File: src/rtl/id_ex_pipe_reg.sv
// ID/EX pipeline register: one-cycle D->E transfer with flush/stall control,
// write-back bypass on capture and on hold, and optional performance counters
// enabled by the macro ID_EX_PERF_CNT_EN.
module id_ex_pipe_reg #(
  parameter int DATA_W  = 32,
  parameter int IMM_W   = 16,
  parameter int REG_W   = 5,
  parameter int ALUOP_W = 3
) (
  input  logic               Clk,
  input  logic               Rst_n,
  input  logic               Stall,
  input  logic               Flush,
  input  logic               ValidD,
  input  logic               RegWriteD,
  input  logic               MemtoRegD,
  input  logic               MemWriteD,
  input  logic               ALUSrcD,
  input  logic               RegDstD,
  input  logic [ALUOP_W-1:0] ALUCtrlD,
  input  logic [1:0]         ExtOpD,
  input  logic [DATA_W-1:0]  RData1In,
  input  logic [DATA_W-1:0]  RData2In,
  input  logic [IMM_W-1:0]   ImmD,
  input  logic [REG_W-1:0]   RsD,
  input  logic [REG_W-1:0]   RtD,
  input  logic [REG_W-1:0]   RdD,
  input  logic               RegWriteW,
  input  logic [REG_W-1:0]   WriteRegW,
  input  logic [DATA_W-1:0]  ResultW,
  output logic               ValidE,
  output logic               RegWriteE,
  output logic               MemtoRegE,
  output logic               MemWriteE,
  output logic               ALUSrcE,
  output logic               RegDstE,
  output logic [ALUOP_W-1:0] ALUCtrlE,
  output logic [DATA_W-1:0]  RData1E,
  output logic [DATA_W-1:0]  RData2E,
  output logic [DATA_W-1:0]  ImmExtE,
  output logic [REG_W-1:0]   RsE,
  output logic [REG_W-1:0]   RtE,
  output logic [REG_W-1:0]   RdE,
  output logic [REG_W-1:0]   WriteRegE,
  output logic [31:0]        StallCnt,
  output logic [31:0]        BubbleCnt
);

  localparam int PAD_W = DATA_W - IMM_W;

  // Immediate extension; the reserved mode 2'b11 behaves as zero extension.
  function automatic logic [DATA_W-1:0] ext_imm(input logic [IMM_W-1:0] imm,
                                                input logic [1:0]       op);
    logic [DATA_W-1:0] res;
    case (op)
      2'b01:   res = {{PAD_W{imm[IMM_W-1]}}, imm};
      2'b10:   res = {imm, {PAD_W{1'b0}}};
      2'b00:   res = {{PAD_W{1'b0}}, imm};
      default: res = {{PAD_W{1'b0}}, imm};
    endcase
    return res;
  endfunction

  function automatic logic fwd_hit(input logic             we,
                                   input logic [REG_W-1:0] wreg,
                                   input logic [REG_W-1:0] src);
    return we && (wreg != {REG_W{1'b0}}) && (wreg == src);
  endfunction

  logic               valid_q, valid_d;
  logic               regwrite_q, regwrite_d;
  logic               memtoreg_q, memtoreg_d;
  logic               memwrite_q, memwrite_d;
  logic               alusrc_q, alusrc_d;
  logic               regdst_q, regdst_d;
  logic [ALUOP_W-1:0] aluctrl_q, aluctrl_d;
  logic [DATA_W-1:0]  rdata1_q, rdata1_d;
  logic [DATA_W-1:0]  rdata2_q, rdata2_d;
  logic [DATA_W-1:0]  immext_q, immext_d;
  logic [REG_W-1:0]   rs_q, rs_d;
  logic [REG_W-1:0]   rt_q, rt_d;
  logic [REG_W-1:0]   rd_q, rd_d;
  logic [REG_W-1:0]   writereg_q, writereg_d;

  // Next-state selection: Flush beats Stall, Stall beats capture.
  always_comb begin
    valid_d    = valid_q;
    regwrite_d = regwrite_q;
    memtoreg_d = memtoreg_q;
    memwrite_d = memwrite_q;
    alusrc_d   = alusrc_q;
    regdst_d   = regdst_q;
    aluctrl_d  = aluctrl_q;
    rdata1_d   = rdata1_q;
    rdata2_d   = rdata2_q;
    immext_d   = immext_q;
    rs_d       = rs_q;
    rt_d       = rt_q;
    rd_d       = rd_q;
    writereg_d = writereg_q;
    if (Flush) begin
      valid_d    = 1'b0;
      regwrite_d = 1'b0;
      memtoreg_d = 1'b0;
      memwrite_d = 1'b0;
      alusrc_d   = 1'b0;
      regdst_d   = 1'b0;
      aluctrl_d  = {ALUOP_W{1'b0}};
      rdata1_d   = {DATA_W{1'b0}};
      rdata2_d   = {DATA_W{1'b0}};
      immext_d   = {DATA_W{1'b0}};
      rs_d       = {REG_W{1'b0}};
      rt_d       = {REG_W{1'b0}};
      rd_d       = {REG_W{1'b0}};
      writereg_d = {REG_W{1'b0}};
    end else if (Stall) begin
      // A held instruction must still see results retiring while it waits.
      if (fwd_hit(RegWriteW, WriteRegW, rs_q)) begin
        rdata1_d = ResultW;
      end else begin
        rdata1_d = rdata1_q;
      end
      if (fwd_hit(RegWriteW, WriteRegW, rt_q)) begin
        rdata2_d = ResultW;
      end else begin
        rdata2_d = rdata2_q;
      end
    end else begin
      valid_d    = ValidD;
      regwrite_d = RegWriteD;
      memtoreg_d = MemtoRegD;
      memwrite_d = MemWriteD;
      alusrc_d   = ALUSrcD;
      regdst_d   = RegDstD;
      aluctrl_d  = ALUCtrlD;
      immext_d   = ext_imm(ImmD, ExtOpD);
      rs_d       = RsD;
      rt_d       = RtD;
      rd_d       = RdD;
      if (RegDstD) begin
        writereg_d = RdD;
      end else begin
        writereg_d = RtD;
      end
      if (fwd_hit(RegWriteW, WriteRegW, RsD)) begin
        rdata1_d = ResultW;
      end else begin
        rdata1_d = RData1In;
      end
      if (fwd_hit(RegWriteW, WriteRegW, RtD)) begin
        rdata2_d = ResultW;
      end else begin
        rdata2_d = RData2In;
      end
    end
  end

  // E-stage state registers with synchronous active-low reset.
  always_ff @(posedge Clk) begin
    if (!Rst_n) begin
      valid_q    <= 1'b0;
      regwrite_q <= 1'b0;
      memtoreg_q <= 1'b0;
      memwrite_q <= 1'b0;
      alusrc_q   <= 1'b0;
      regdst_q   <= 1'b0;
      aluctrl_q  <= {ALUOP_W{1'b0}};
      rdata1_q   <= {DATA_W{1'b0}};
      rdata2_q   <= {DATA_W{1'b0}};
      immext_q   <= {DATA_W{1'b0}};
      rs_q       <= {REG_W{1'b0}};
      rt_q       <= {REG_W{1'b0}};
      rd_q       <= {REG_W{1'b0}};
      writereg_q <= {REG_W{1'b0}};
    end else begin
      valid_q    <= valid_d;
      regwrite_q <= regwrite_d;
      memtoreg_q <= memtoreg_d;
      memwrite_q <= memwrite_d;
      alusrc_q   <= alusrc_d;
      regdst_q   <= regdst_d;
      aluctrl_q  <= aluctrl_d;
      rdata1_q   <= rdata1_d;
      rdata2_q   <= rdata2_d;
      immext_q   <= immext_d;
      rs_q       <= rs_d;
      rt_q       <= rt_d;
      rd_q       <= rd_d;
      writereg_q <= writereg_d;
    end
  end

  assign ValidE    = valid_q;
  assign RegWriteE = regwrite_q;
  assign MemtoRegE = memtoreg_q;
  assign MemWriteE = memwrite_q;
  assign ALUSrcE   = alusrc_q;
  assign RegDstE   = regdst_q;
  assign ALUCtrlE  = aluctrl_q;
  assign RData1E   = rdata1_q;
  assign RData2E   = rdata2_q;
  assign ImmExtE   = immext_q;
  assign RsE       = rs_q;
  assign RtE       = rt_q;
  assign RdE       = rd_q;
  assign WriteRegE = writereg_q;

`ifdef ID_EX_PERF_CNT_EN
  logic [31:0] stall_cnt_q, stall_cnt_d;
  logic [31:0] bubble_cnt_q, bubble_cnt_d;

  // Saturating event counters; a flush edge counts as a bubble, not a stall.
  always_comb begin
    stall_cnt_d  = stall_cnt_q;
    bubble_cnt_d = bubble_cnt_q;
    if (Flush) begin
      if (bubble_cnt_q != 32'hFFFF_FFFF) begin
        bubble_cnt_d = bubble_cnt_q + 32'd1;
      end else begin
        bubble_cnt_d = bubble_cnt_q;
      end
    end else if (Stall) begin
      if (stall_cnt_q != 32'hFFFF_FFFF) begin
        stall_cnt_d = stall_cnt_q + 32'd1;
      end else begin
        stall_cnt_d = stall_cnt_q;
      end
    end else begin
      stall_cnt_d  = stall_cnt_q;
      bubble_cnt_d = bubble_cnt_q;
    end
  end

  // Counter registers.
  always_ff @(posedge Clk) begin
    if (!Rst_n) begin
      stall_cnt_q  <= 32'd0;
      bubble_cnt_q <= 32'd0;
    end else begin
      stall_cnt_q  <= stall_cnt_d;
      bubble_cnt_q <= bubble_cnt_d;
    end
  end

  assign StallCnt  = stall_cnt_q;
  assign BubbleCnt = bubble_cnt_q;
`else
  assign StallCnt  = 32'd0;
  assign BubbleCnt = 32'd0;
`endif

endmodule

File: config.mk
export PLATFORM = sky130hd
export DESIGN_NAME = id_ex_pipe_reg
export DESIGN_NICKNAME = d
export VERILOG_FILES = /design/src/rtl/id_ex_pipe_reg.sv
export SDC_FILE = /design/constraint.sdc
export NUM_CORES = 1
export LEC_CHECK = 0
export CAP_MARGIN = 20
export CORE_MARGIN = 5
export CORE_UTILIZATION = 38
export CTS_CLUSTER_SIZE = 14
export DETAILED_ROUTE_END_ITERATION = 8
export GPL_TIMING_DRIVEN = 0
export PLACE_DENSITY = 0.81
export SYNTH_ARGS = -nofsm -noshare
export SYNTH_HDL_FRONTEND = slang
export SYNTH_SLANG_ARGS = --single-unit
File: constraint.sdc
create_clock -name Clk -period 2.55 [get_ports Clk]
set_input_delay 0.6375 -clock Clk [delete_from_list [all_inputs] [get_ports Clk]]
set_output_delay 0.6375 -clock Clk [all_outputs]
set_load 0.02 [all_outputs]
==> out/metrics.yaml, run 1 <==
tightest_slew_ns: 0.8917
synth-seq-area-share: 0.4329
holdCritPathClass: "reg2reg"
holdPathEnd: "ImmExtE[31]$_SDFFE_PP0N_"
fin_ws_ns: 0.1638
synth_warnings: 0
drc: 0
min_period_ns: 2.386
stdcell_count: 1255
hpwl_um: 17830
cp.required_ns: 2.89
maxCapViolCount: 0
crit_fanout: 10
fmax_mhz: 419.1
reg2reg_to: "RData1E[5]$_SDFFE_PP0P_"
synth-seq-cells: 125
p_leak_nw: 3.878
synthArstFlopShare: 0
finClkSkew_ns: 0.01334
fin_nets: 1204
whs_ns: 0.4816
grt_util_all_layers: 0.2449
fillers: 1324
cts-resized-gates: 0
grt_first_pass_wirelength_um: 33930
path_cells: "clkdlybuf4s50_1 -> xnor2_1 -> nand3_1 -> o31ai_4 -> clkbuf_1 -> nand2_1 -> a31oi_1"
placed_cell_area_um2: 8915
wl_per_cell_um: 18.15
place.gp.congestion: 0.9206
min_period_over_period: 0.9358
cts_tree: "done"
crit_type: "in2reg"
cts_inserted_buffers: 17
htreeDepth: 4
drv_slew: 0
critPathTopFamily: "buffers and inverters"
io_buffers: 266
timing.rr.start: "RsE[3]$_SDFFE_PP0N_"
cts.sinks: 125
grt-ovfl-total: 0
start_util: 0.3845
die_h_um: 133.3
critPathLaunch: "RtD[4]"
path_buf_inv: 2
postSynthAreaPerCell_um2: 8.188
clock_latency_ns: 0.42
synth_area_um2: 5781
n_antenna_cell: 0
dp_cells: 1223
syn_inst: 706
final_antenna_net_count: 0
final_common_cell: "clkdlybuf4s50_1"
end_kind: "flop"
power_mw: 5.554
irDropWorstVdd_uv: 422.2
hold_viol_final: 0
io_pins: 337
slew_headroom: 0.4001
rr_worst_depth: 6
drive_above_1_share: 0.1059
fp-row-count: 45
fin_area_um2: 9533
p_per_area_nw_per_um2: 582.6
synth_edf_count: 0
min_from: "ImmExtE[31]$_SDFFE_PP0N_"
drt_first_iter_violations: 440
dieArea_um2: 17780
core-area_um2: 15030
grt_pass1_vias: 6074
fin_setup_tns_ns: 0
finalSetupViolCount: 0
via_per_inst: 4.994
startpoint_type: "input pin"
dr.pass1.iters: 5
status: "finished clean"
antenna_found_initial: 0
synth-main-ff-cell: "dfxtp_1"
final_core_util: 0.6341
crit_slowest_cell: "clkdlybuf4s50_1"
drt_wl_total_um: 22770
vias: 6267
synth_cell_types: 33
die_w_um: 133.3
path_clk_slew_ns: 0.06
grt_max_degree: 17
worst-path-stages: 7
final_cell_mix: "clkdlybuf4s50_1, nand2_1, dfxtp_1"
clockRootBuffer: "clkbuf_16"
hold_depth: 2
hold_buffers: 0
arrival_ns: 2.73
cts_setup_buffers: 0
r2r_slack_ns: 0.46
cts_max_path_buffers: 2
pre_cts_ws_ns: -0.3774
area_delta_synth_final_pct: 64.91
cp_slowest_stage_delay_ns: 0.52
[synthesized netlist by cell type (2+ instances only)]
cell,number,area share
a21oi_1,17,0.015
a22oi_1,42,0.055
a31oi_1,51,0.055
buf_1,2,0.0013
buf_2,6,0.0052
buf_4,70,0.091
clkbuf_1,40,0.026
dfxtp_1,125,0.43
ha_1,2,0.0043
inv_1,3,0.0019
mux2i_1,29,0.050
nand2_1,137,0.089
nand3_1,9,0.0078
nor2_1,70,0.045
nor3_1,3,0.0026
o211ai_1,14,0.018
o21ai_0,48,0.042
o21ai_1,3,0.0026
o31a_2,2,0.0035
o31ai_2,2,0.0043
xnor2_1,18,0.027
xor2_1,2,0.0030
[sequential cells by signal (all words and copies together), names as in the netlist]
signal,cells
ImmExtE,32
RData1E,32
RData2E,32
RdE,5
RsE,5
RtE,5
WriteRegE,5
ALUCtrlE,3
ALUSrcE,1
MemWriteE,1
MemtoRegE,1
RegDstE,1
RegWriteE,1
ValidE,1
[metal layers]
metal,global-route usage,up-vias,wire (um)
met2,0.4213,322,11110
met3,0.08610,53,2378
li1,-,3009,-
met1,0.2798,2883,8602
met4,0.09314,0,679
met5,0,-,0
[tightest hold or removal path: cells and delay by family, from the launching register on]
family,cells,cell delay [ns]
flip-flops,1,0.32
AND/OR/NAND/NOR,1,0.06
AO/OA/AOI/OAI,1,0.05
[cells by family after synthesis]
family / after synthesis / synth area share
buf+inv: 121 / 0.1253
fa+ha+maj: 2 / 0.004328
xor+xnor: 20 / 0.03030
flops: 125 / 0.4329
other cells: 1 / 0.0006487
compound gates: 185 / 0.2063
mux: 29 / 0.05022
simple gates: 223 / 0.1500
[final cells by class]
class	count	area (um2)	area share
inverters	3	11.26	0.001181
well taps	188	235.2	0.02468
plain buffers	118	715.7	0.07508
repair buffers	266	2663	0.2793
multi-input cells	523	2824	0.2962
clock buffers	26	499.2	0.05237
clock inverters	6	82.58	0.008663
flip-flops and latches	125	2502	0.2625
[report_power, final]
part           leakage (nW)  switching, mW  total (mW)  internal [mW]
clock network         0.284          0.864        2.40           1.54
registers              1.02         0.0401        2.07           2.03
logic                  2.57          0.572        1.09          0.516
total                  3.88           1.48        5.55           4.08
[worst max-delay path by stage]
stage | end | slack [ns]
CTS | RData1E[31]$_SDFFE_PP0P_ | 0.04
detailed placement | RData1E[10]$_SDFFE_PP0P_ | -0.38
global route | RData2E[13]$_SDFFE_PP0P_ | -0.005
finish | RData2E[25]$_SDFFE_PP0P_ | 0.16
global placement | RData2E[9]$_SDFFE_PP0P_ | -0.36
floorplan | RData1E[5]$_SDFFE_PP0P_ | 0.29
(Power assumes the default switching activity.)
==> inputs of run 2 (changes only) <==
--- a/config.mk
+++ b/config.mk
@@ -11,7 +11,8 @@
 export CTS_CLUSTER_SIZE = 14
 export DETAILED_ROUTE_END_ITERATION = 8
 export GPL_TIMING_DRIVEN = 0
-export PLACE_DENSITY = 0.81
+export PLACE_DENSITY = 0.87
+export RECOVER_POWER = 25
 export SYNTH_ARGS = -nofsm -noshare
 export SYNTH_HDL_FRONTEND = slang
 export SYNTH_SLANG_ARGS = --single-unit
==> out/metrics.yaml, run 2 (synthesized netlist as in run 1, its figures left out) <==
via_per_inst: 4.976  # -0.35%
power_mw: 5.379  # -3.2%
sequentialPowerShare: 0.383  # +0.011
min_period_over_period: 0.9604  # +0.02458
finClkSkew_ns: 0.007631  # -0.005707 ns
cp.required_ns: 2.90  # about the same
fin_nets: 1204  # unchanged
path_clk_slew_ns: 0.05  # about the same
finalSetupViolCount: 0  # unchanged
hold_viol_final: 0  # unchanged
drv_slew: 0  # unchanged
drc: 0  # unchanged
grt_util_all_layers: 0.2434  # -0.001527
fmax_mhz: 408.3  # -2.6%
fin_setup_tns_ns: 0  # unchanged
placed_cell_area_um2: 8915  # unchanged
hpwl_um: 17790  # -0.20%
io_buffers: 266  # unchanged
fin_ws_ns: 0.1011  # -0.06268 ns
fin_area_um2: 9494  # -0.41%
drive_above_1_share: 0.1098  # +0.003852
core-area_um2: 15030  # unchanged
place.gp.congestion: 0.8745  # -5.0%
dr.pass1.iters: 4  # -1
cp_common_cell: "clkbuf_1"
startpoint_type: "input pin"
switching_share: 0.2746  # +0.008853
final_antenna_net_count: 0  # unchanged
cts_tree: "done"
grt_pass1_vias: 6118  # +0.72%
status: "finished clean"
combPwrFrac: 0.200  # +0.004
cts.sinks: 125  # unchanged
critPathTopFamily: "buffers and inverters"
htreeDepth: 4  # unchanged
end_kind: "flop"
cts_max_path_buffers: 2  # unchanged
clockRootBuffer: "clkbuf_16"
crit_type: "in2reg"
path_buf_inv: 4  # +2
final_common_cell: "clkdlybuf4s50_1"
irDropWorstVdd_uv: 391.5  # -7.3%
hold_buffers: 0  # unchanged
holdCritPathClass: "reg2reg"
grt-ovfl-total: 0  # unchanged
start_util: 0.3845  # unchanged
drt_first_iter_violations: 375  # -15%
antenna_found_initial: 1  # +1
cts_setup_buffers: 0  # unchanged
p_per_area_nw_per_um2: 566.5  # -2.8%
drt_wl_total_um: 22600  # -0.74%
arrival_ns: 2.80  # +0.07 ns
min_from: "ImmExtE[31]$_SDFFE_PP0N_"
area_delta_synth_final_pct: 64.24
path_cells: "clkdlybuf4s50_1 -> clkbuf_1 -> clkbuf_2 -> clkbuf_1 -> a22oi_1 -> nor2_1"
pre_cts_ws_ns: -0.4930  # -0.1156 ns
clock_latency_ns: 0.42  # about the same
wl_per_cell_um: 18.01  # -0.74%
cp_slowest_stage_delay_ns: 0.54  # +0.02 ns
die_h_um: 133.3  # unchanged
rsz0062_at_grt: "false"
dieArea_um2: 17780  # unchanged
fp-row-count: 45  # unchanged
clkPwrFrac: 0.416  # -0.016
io_pins: 337  # unchanged
reg2reg_to: "RData1E[23]$_SDFFE_PP0P_"
min_period_ns: 2.449  # +0.06268 ns
p_leak_nw: 4.060  # +4.7%
grt_first_pass_wirelength_um: 33950  # about the same
maxCapViolCount: 0  # unchanged
slew_headroom: 0.3772  # -0.02292
grt_max_degree: 17  # unchanged
vias: 6245  # -0.35%
holdPathEnd: "ImmExtE[31]$_SDFFE_PP0N_"
die_w_um: 133.3  # unchanged
cts_inserted_buffers: 17  # unchanged
crit_fanout: 10  # unchanged
rr_worst_depth: 6  # unchanged
p_sw_mw: 1.477  # about the same
hold_depth: 2  # unchanged
tightest_slew_ns: 0.9257  # +0.03407 ns
p_int_mw: 3.902  # -4.3%
crit_slowest_cell: "clkdlybuf4s50_1"
timing.rr.start: "RsE[3]$_SDFFE_PP0N_"
r2r_slack_ns: 0.47  # about the same
final_cell_mix: "clkdlybuf4s50_1, nand2_1, dfxtp_1"
==> run 2: cell count changes in the layout (fill, tap and decap cells not counted), sizes merged <==
| cell | change |
|---|---|
| clkbuf | -3 |
| bufinv | -1 |
| clkinv | +3 |
| diode | +1 |
| dlygate4sd3 | +62 |
| clkdlybuf4s50 | -62 |
==> run 2: layout make-up <==
| type | count | area, um2 |
|---|---|---|
| tap | 188 | 235.2 |
| clock buffer | 23 | 467.9 |
| antenna | 1 | 2.502 |
| fill | 1230 | 5539 |
| sequential | 125 | 2502 |
| clock inverter | 8 | 67.56 |
| buffer | 118 | 720.7 |
| multi-input combinational | 523 | 2824 |
| inverter | 3 | 11.26 |
| timing repair buffer | 266 | 2663 |
==> run 2: worst reg2reg max path, delay by kind of cell (launching register included) <==
family	cells	cell delay, ns
XOR/XNOR	1	0.20
flip-flops	1	0.33
buffers and inverters	1	0.42
AND/OR/NAND/NOR	1	0.20
AO/OA/AOI/OAI	3	0.86
==> run 2: worst max path at each step <==
stage	endpoint	cells after the start	startpoint	slack, ns
finish	ImmExtE[8]$_SDFFE_PP0N_	6	Stall	0.10
detailed placement	RData1E[10]$_SDFFE_PP0P_	6	RegWriteW	-0.49
global placement	RData1E[24]$_SDFFE_PP0P_	7	RsD[3]	-0.46
global route	RData1E[5]$_SDFFE_PP0P_	7	RsD[3]	0.002
floorplan	RData1E[5]$_SDFFE_PP0P_	7	WriteRegW[1]	0.29
CTS	RdE[2]$_SDFFE_PP0N_	6	Stall	0.005
==> run 2: power by group through the flow <==
stage	Clock (mW)	Sequential, mW	Combinational (mW)
floorplan	0	2.18	0.483
global placement	0	2.10	1.06
detailed placement	0	2.10	1.07
CTS	2.27	2.06	1.08
global route	2.34	2.07	1.15
finish	2.24	2.06	1.08
==> run 2: stage by stage <==
step | util | instances | hold slack (ns)
6_report | 0.6315 | 1255 | 0.4571
5_1_grt | 0.6315 | 1255 | 0.4958
4_1_cts | 0.6305 | 1254 | 0.4669
3_5_place_dp | 0.5930 | 1223 | 0.4597
3_3_place_gp | 0.5930 | 1223 | 0.4504
2_1_floorplan | - | 769 | 0.5410
==> run 2: layer usage <==
layer / up-vias / part of all wire / track usage
met1: 2875 / 0.38 / 0.2711
met4: 0 / 0.027 / 0.09886
met5: - / 0 / 0
met3: 43 / 0.099 / 0.08799
met2: 318 / 0.49 / 0.4221
li1: 3009 / - / -
==> run 2: repair_timing <==
action | in CTS | in global routing
setup endpoints to repair | 15 | 55
gates cloned | 0 | 0
gates resized for setup | 3 | 12
==> inputs of run 3 (changes only) <==
--- a/config.mk
+++ b/config.mk
@@ -13,6 +13,7 @@
 export GPL_TIMING_DRIVEN = 0
 export PLACE_DENSITY = 0.87
 export RECOVER_POWER = 25
+export SKIP_LAST_GASP = 1
 export SYNTH_ARGS = -nofsm -noshare
 export SYNTH_HDL_FRONTEND = slang
 export SYNTH_SLANG_ARGS = --single-unit
==> out/metrics.yaml, run 3 (synthesized netlist as in run 1, its figures left out) <==
critPathTopFamily: "compound AO/OA/AOI/OAI gates"
grt_util_all_layers: 0.2434  # unchanged
clock_latency_ns: 0.42  # about the same
clockRootBuffer: "clkbuf_16"
path_clk_slew_ns: 0.05  # about the same
whs_ns: 0.4571  # unchanged
pre_cts_ws_ns: -0.4930  # unchanged
fin_area_um2: 9493  # about the same
vias: 6260  # +0.24%
grt_max_degree: 17  # unchanged
grt_pass1_vias: 6118  # unchanged
drt_wl_total_um: 22610  # about the same
crit_fanout: 10  # unchanged
arrival_ns: 2.80  # about the same
grt-ovfl-total: 0  # unchanged
startpoint_type: "input pin"
fmax_mhz: 406.1  # -0.56%
finalSetupViolCount: 0  # unchanged
tightest_slew_ns: 0.9257  # unchanged
antenna_found_initial: 1  # unchanged
final_core_util: 0.6315  # about the same
hold_buffers: 0  # unchanged
slew_headroom: 0.3772  # unchanged
io_pins: 337  # unchanged
dieArea_um2: 17780  # unchanged
cts_tree: "done"
grt_first_pass_wirelength_um: 33950  # unchanged
status: "finished clean"
dr.pass1.iters: 5  # +1
cts-resized-gates: 3  # unchanged
final_antenna_net_count: 0  # unchanged
path_buf_inv: 2  # -2
cts.sinks: 125  # unchanged
cts_setup_buffers: 0  # unchanged
maxCapViolCount: 0  # unchanged
final_common_cell: "clkdlybuf4s50_1"
core-area_um2: 15030  # unchanged
crit_type: "in2reg"
drive_above_1_share: 0.1088  # -0.0009381
hold_viol_final: 0  # unchanged
holdCritPathClass: "reg2reg"
fin_nets: 1204  # unchanged
die_h_um: 133.3  # unchanged
htreeDepth: 4  # unchanged
rsz0062_at_grt: "true"
drc: 0  # unchanged
p_per_area_nw_per_um2: 566.7  # about the same
fillers: 1230  # unchanged
io_buffers: 266  # unchanged
drt_first_iter_violations: 375  # unchanged
drv_slew: 0  # unchanged
start_util: 0.3845  # unchanged
cp_slowest_stage_delay_ns: 0.64  # +0.10 ns
end_kind: "flop"
power_mw: 5.379  # about the same
finClkSkew_ns: 0.007421  # -0.0002095 ns
cts_max_path_buffers: 2  # unchanged
via_per_inst: 4.988  # +0.24%
placed_cell_area_um2: 8915  # unchanged
cts_inserted_buffers: 17  # unchanged
crit_slowest_cell: "o41ai_4"
fp-row-count: 45  # unchanged
place.gp.congestion: 0.8745  # unchanged
path_cells: "clkdlybuf4s50_1 -> o21ai_4 -> o41ai_4 -> buf_1 -> o21ai_0 -> a31oi_1"
min_period_over_period: 0.9658  # +0.005398
final_cell_mix: "clkdlybuf4s50_1, nand2_1, dfxtp_1"
die_w_um: 133.3  # unchanged
hpwl_um: 17790  # unchanged
cp.required_ns: 2.89  # about the same
p_leak_nw: 4.054  # -0.15%
irDropWorstVdd_uv: 391.5  # about the same
area_delta_synth_final_pct: 64.22  # about the same
min_period_ns: 2.463  # +0.01377 ns
fin_ws_ns: 0.08732  # -0.01377 ns
wl_per_cell_um: 18.02  # about the same
## run 3: layout make-up
type                    count  area, um2  share of cell area
multi-input cells         523       2824              0.2975
repair buffers            266       2663              0.2805
flip-flops and latches    125       2502              0.2636
plain buffers             118      719.4             0.07579
clock buffers              23      467.9             0.04929
well taps                 188      235.2             0.02478
clock inverters             8      67.56            0.007117
inverters                   3      11.26            0.001186
diodes                      1      2.502           0.0002636
## run 3: through the flow
stage,instances,TNS (ns)
final,1255,0
after global routing,1255,-0.0002105
after CTS,1254,0
after detailed placement,1223,-35.71
after global placement,1223,-32.09
after floorplan,769,0
## run 3: routing by layer
metal,vias to the layer above,GRT usage,wire [um]
met1,2877,0.2711,8680
met5,-,0,0
met2,327,0.4221,11090
li1,3009,-,-
met4,0,0.09886,623
met3,47,0.08799,2219
## run 3: path summary, 6_finish.rpt
kind         depth (start not counted)                     start                  endpoint  slack, ns
max                                  6                 RegWriteW  RData1E[10]$_SDFFE_PP0P_       0.09
min                                  2  ImmExtE[31]$_SDFFE_PP0N_  ImmExtE[31]$_SDFFE_PP0N_       0.46
max reg2reg                          6       RsE[3]$_SDFFE_PP0N_  RData1E[10]$_SDFFE_PP0P_       0.36
min reg2reg                          2  ImmExtE[31]$_SDFFE_PP0N_  ImmExtE[31]$_SDFFE_PP0N_       0.46
## run 3: tightest hold or removal path, cell delays in order (launching register included)
cell	delay, ns
dfxtp_1	0.30
nand2_1	0.06
a21oi_1	0.05
## run 3: where the power goes
part / switching (mW) / internal [mW] / leakage (nW)
logic: 0.574 / 0.503 / 2.77
registers: 0.0370 / 2.02 / 1.02
clock network: 0.866 / 1.37 / 0.266
total: 1.48 / 3.90 / 4.05
